`config.mk`:
```
export PLATFORM = sky130hd
export DESIGN_NAME = abl_seq
export DESIGN_NICKNAME = d
export VERILOG_FILES = /design/src/rtl/abl_seq.sv
export SDC_FILE = /design/constraint.sdc
export NUM_CORES = 1
export LEC_CHECK = 0
export CAP_MARGIN = 5
export CORE_AREA = 2 2 39 41
export DETAILED_ROUTE_END_ITERATION = 8
export DIE_AREA = 0 0 41 43
export PLACE_DENSITY = 0.8
export SLEW_MARGIN = 20
export SYNTH_ARGS = -nofsm -noshare
export SYNTH_HDL_FRONTEND = slang
export SYNTH_SLANG_ARGS = --single-unit
```
`constraint.sdc`:
```
create_clock -name clk -period 2.2 [get_ports clk]
set_clock_uncertainty 0.15 [all_clocks]
set_input_delay 0.22 -clock clk [delete_from_list [all_inputs] [get_ports clk]]
set_output_delay 0.22 -clock clk [all_outputs]
set_load 0.02 [all_outputs]
```
`src/rtl/abl_seq.sv`:
```
// Address-bus-low addressing-mode sequencer: steps operand fetch, effective address and PC restore.
// Build option: define ABL_PAGE_FIXUP_EN to resolve page carries in a dedicated FIXUP cycle.
module abl_seq (
  input  logic       clk,
  input  logic       rst_n,
  input  logic       start,
  input  logic [2:0] mode,
  input  logic       taken,
  input  logic       rdy,
  input  logic       CO,
  output logic [2:0] op,
  output logic       CI,
  output logic       ld_ahl,
  output logic       ld_pc,
  output logic       inc_pc,
  output logic [1:0] reg_sel,
  output logic       abh_inc,
  output logic       busy,
  output logic       done,
  output logic       err,
  output logic [2:0] o_dbg_state
);

  typedef enum logic [2:0] {
    S_IDLE    = 3'd0,
    S_OPER    = 3'd1,
    S_OPER_HI = 3'd2,
    S_EA      = 3'd3,
    S_BR_EA   = 3'd4,
    S_STACK   = 3'd5,
    S_FIXUP   = 3'd6,
    S_RESTORE = 3'd7
  } state_t;

  state_t     r_state;
  logic [2:0] r_mode;

  logic w_indexed;
  logic w_ea_fix;
  logic w_br_fix;
  logic w_ld_ahl, w_ld_pc, w_inc_pc, w_abh_inc, w_done, w_err;

  // Only the absolute indexed modes can cross a page; ZPX wraps inside page 0.
  assign w_indexed = (r_mode == 3'd3) || (r_mode == 3'd4);

`ifdef ABL_PAGE_FIXUP_EN
  assign w_ea_fix = w_indexed & CO;
  assign w_br_fix = taken & CO;
`else
  assign w_ea_fix = 1'b0;
  assign w_br_fix = 1'b0;
`endif

  always_ff @(posedge clk) begin
    if (!rst_n) begin
      r_state <= S_IDLE;
      r_mode  <= 3'd0;
    end else if (rdy) begin
      case (r_state)
        S_IDLE: begin
          if (start) begin
            r_mode <= mode;
            case (mode)
              3'd6:    r_state <= S_STACK;
              3'd7:    r_state <= S_RESTORE;
              default: r_state <= S_OPER;
            endcase
          end
        end
        S_OPER: begin
          case (r_mode)
            3'd0, 3'd1: r_state <= S_EA;
            3'd5:       r_state <= S_BR_EA;
            default:    r_state <= S_OPER_HI;
          endcase
        end
        S_OPER_HI: r_state <= S_EA;
        S_EA:      r_state <= w_ea_fix ? S_FIXUP : S_RESTORE;
        S_BR_EA:   r_state <= w_br_fix ? S_FIXUP : S_RESTORE;
        S_STACK:   r_state <= S_RESTORE;
        S_FIXUP:   r_state <= S_RESTORE;
        S_RESTORE: r_state <= S_IDLE;
        default:   r_state <= S_IDLE;
      endcase
    end
  end

  always_comb begin
    op        = 3'b110;
    CI        = 1'b0;
    reg_sel   = 2'b00;
    w_ld_ahl  = 1'b0;
    w_ld_pc   = 1'b0;
    w_inc_pc  = 1'b0;
    w_abh_inc = 1'b0;
    w_done    = 1'b0;
    w_err     = 1'b0;
    case (r_state)
      S_OPER: begin
        CI       = 1'b1;
        w_ld_pc  = 1'b1;
        w_inc_pc = 1'b1;
      end
      S_OPER_HI: begin
        CI       = 1'b1;
        w_ld_pc  = 1'b1;
        w_inc_pc = 1'b1;
        w_ld_ahl = 1'b1;
      end
      S_EA: begin
        op = (r_mode <= 3'd1) ? 3'b011 : 3'b111;
        case (r_mode)
          3'd1, 3'd3: reg_sel = 2'b01;
          3'd4:       reg_sel = 2'b10;
          default:    reg_sel = 2'b00;
        endcase
`ifndef ABL_PAGE_FIXUP_EN
        w_abh_inc = w_indexed & CO;
`endif
      end
      S_BR_EA: begin
        w_ld_pc = 1'b1;
        if (taken) begin
          op = 3'b010;
`ifndef ABL_PAGE_FIXUP_EN
          w_abh_inc = CO;
`endif
        end else begin
          CI       = 1'b1;
          w_inc_pc = 1'b1;
        end
      end
      S_STACK: begin
        op      = 3'b001;
        reg_sel = 2'b11;
      end
      S_FIXUP: w_abh_inc = 1'b1;
      S_RESTORE: begin
        op     = 3'b000;
        w_done = 1'b1;
        w_err  = (r_mode == 3'd7);
      end
      default: ;
    endcase
  end

  // A stalled bus must not see any one-shot strobe; op/CI/reg_sel stay steady.
  assign ld_ahl      = w_ld_ahl  & rdy;
  assign ld_pc       = w_ld_pc   & rdy;
  assign inc_pc      = w_inc_pc  & rdy;
  assign abh_inc     = w_abh_inc & rdy;
  assign done        = w_done    & rdy;
  assign err         = w_err     & rdy;
  assign busy        = (r_state != S_IDLE);
  assign o_dbg_state = r_state;

endmodule

```
==> impl_results.md <==
* Yosys cell types at 32
* Worst path buffer plus inverter count at 3
* Peak supply drop at approximately 0.33 mV
* CP arrival at between 1500 and 2000 ps
* Synthesized area at ~550 um2
* Post-Synthesis Cells at a little over 80
* Layout cells sized above 1 at between 10% and 20%
* Fin cells at ~130
* N_diodes at 0
* Comb power frac at between 40% and 50%
* Worst hold-check path type: reg -> reg
* Worst setup EP type: primary output
* Max frequency at ~480 MHz
* TritonCTS Buffers at 3
* Crit path cell chain: buf_4 -> inv_1 -> nand2_1 -> nor2_1 -> clkdlybuf4s50_1
* Clk pwr share at about a quarter
* Post-Route WL at 1540 um
* DR vias/cell at slightly above 5
* Placed cell areas at around 850 um2
* DR iter-0 viols at 14
* Setup CP Type: reg -> out
* H-tree depth at 1
* DRC errors left at 0
* Starting Density at about two fifths
* Die area at roughly 0.0018 mm2
* Post-synthesis average cell area at a little under 7 um2
* Total Routing Usage GR at about a fifth
* Reg-to-Reg Start: o_dbg_state[2]
* Metal-1 WL at around 660 um
* Die W at roughly 41 um
* Pins Over Slew Limit at 0
* Num Clock Sinks at 6
* Number of synthesized flops with an enable pin at 0
* Fin worst setup slack at about 130 ps
* Grt ovf at 0
* CTS root buffer: clkbuf_4
* Relative slew margins at roughly four fifths
* First-pass GRT wire length at between 2000 and 2500 um
* Worst EP required at between 1500 and 2000 ps
* Highest routed layer: met4
* Pre-CTS setup slack at -37.2 ps
* Via count at 665
* Hold Vio Cnt, Final at 0
* Highest-delay cell along the critical path: clkdlybuf4s50_1
* Hold Crit Depth at 2
* Core ar. at between 0.001 and 0.0015 mm2
* Commonest non-fill, non-tap cells in the layout: 15 x nand2_1, 14 x clkdlybuf4s50_1, 8 x nor2_1, 8 x buf_4, 7 x o21ai_0
* Post-DR wirelength/cell at around 12 um
* Gpl congestion at about 0.79
* Most common library cell in the layout ignoring fill and taps: nand2_1
* Fillcell total at 133
* CTS tree: built
* Rows at 14
* Final Setup Violations at 0
* Worst Max-Slew Pin Slew at about 320 ps
* Clock-pin slew on the worst setup and hold paths at approximately 50 ps
* DR pass1 iterations at 2
* Register-to-Register Setup Slack at between 300 and 400 ps
* Max_cap viols at 0
* RR Endpoint: o_dbg_state[0]
* Ports at 25
* FF+latch count, synth at 6
* Port buffer count at 24
* Final antenna-violating net count at 0
* Post-synthesis sequential area ratio at about 22%
* Max FO, Critical Path at 7
* Primary FF master, synth: dfxtp_1
* Nets at about 120
* Pleak at around 0.46 nW
* Final period util at between 90 and 100%
* Vias in the first global route at approximately 610
* Slowest Stage Delay on Critical Path at about 600 ps
* Share of power burned in registers at between 30% and 40%
* RSZ-0062 raised after global routing: false
* Routed met2 length at 793 um
* Initial antenna violation count at 0
* Clk buf depth at 2
* Worst reg-to-reg path cell count at 7
* Met3 routed WL at between 70 and 80 um
* Hold Path Origin: r_mode[0]
* WHS Endpoint: r_mode[0]
* Power per cell area at between 400 and 500 mW/mm2
* Yosys warns at 0
* Internal power at roughly 0.26 mW
* Die Span Y at around 43 um
* Setup crit start kind: register
* Setup bufs post-CTS at 0
* Switching share of power at 35.1%
* Skew-Pair Late Insertion Delay at around 250 ps
* Area Growth Syn to Fin at 59.9%
* Largest net degree at the start of global routing at 16
* Synth async-reset ratio at 0%
* Final instance area at approximately 880 um2
* Setup TNS at 0 ps
* Outcome: finished clean
* Design Power at between 0.4 and 0.5 mW
* Net Count, Synth at just over 90
* Placed cells at ~130
* Sw power at about 0.14 mW
* Minimum clock period at ~2100 ps
* Largest delay share family, worst path: buffers and inverters
* DP Wirelength at about 1200 um
-- worst max path at each step --
| stage | start | endpoint | depth (start not counted) |
|---|---|---|---|
| 5_1_grt | o_dbg_state[2] | ld_ahl | 5 |
| 3_3_place_gp | taken | inc_pc | 6 |
| 6_report | o_dbg_state[2] | ld_ahl | 5 |
| 4_1_cts | o_dbg_state[2] | busy | 4 |
| 2_1_floorplan | o_dbg_state[0] | inc_pc | 4 |
| 3_5_place_dp | taken | inc_pc | 6 |
-- sequential cells by signal, indices dropped and copies added, names as in the netlist --
register and cells:
r_mode 3, o_dbg_state 3
-- per-layer routing --
metal | track usage (%) | up-vias
li1 | - | 347
met3 | 4.71 | 2
met2 | 32.5 | 17
met4 | 6.00 | 0
met1 | 24.6 | 299
met5 | 0 | -
-- power by group through the flow --
stage	Sequential [mW]	Clock (mW)	Combinational, mW
4_1_cts	0.130	0.105	0.175
2_1_floorplan	0.130	0	0.0967
3_3_place_gp	0.130	0	0.173
3_5_place_dp	0.131	0	0.176
6_report	0.130	0.103	0.172
5_1_grt	0.131	0.115	0.187
-- cell families after synthesis --
group / synth area share, %
simple gates: 37.2
xor+xnor: 1.59
flops: 21.8
compound gates: 32.9
buf+inv: 6.58
-- Yosys cell counts (all sizes together), types with 2 or more instances --
cell    instances  area share (%)
a21boi          5             6.8
a21oi           4             3.6
buf             5             4.5
dfxtp           6              22
inv             3             2.0
nand2          15              10
nand2b          2             2.3
nand3           2             1.8
nor2            9             6.6
nor2b           2             2.3
nor3b           3             4.1
o21a            2             2.7
o21ai           8             9.3
-- worst register-to-register path, cell delays in order (launching register included) --
cell and delay [ps]:
dfxtp_2 360, buf_4 160, buf_4 140, or3_1 360, buf_4 170, o21ai_4 140
a21oi_1 50, o21a_1 170
-- layout make-up --
type	count	area, um2	share of cell area, %
multi-input combinational	68	395	44.8
timing repair buffer	32	310	35.2
sequential	6	123	13.9
clock buffer	3	22.5	2.55
tap	16	20.0	2.27
inverter	3	11.3	1.28
-- per-stage QoR --
| stage | hold WS (ps) | util (%) |
|---|---|---|
| floorplan | 188 | - |
| global route | 430 | 63.7 |
| CTS | 396 | 62.7 |
| detailed placement | 390 | 61.2 |
| finish | 396 | 63.7 |
| global placement | 385 | 61.2 |
-- what timing repair did --
item	in CTS	in global routing
hold buffers	0	0
endpoints found under the setup margin	9	6
resized for setup	6	6
No activity file was read; power rests on OpenSTA's default activity.
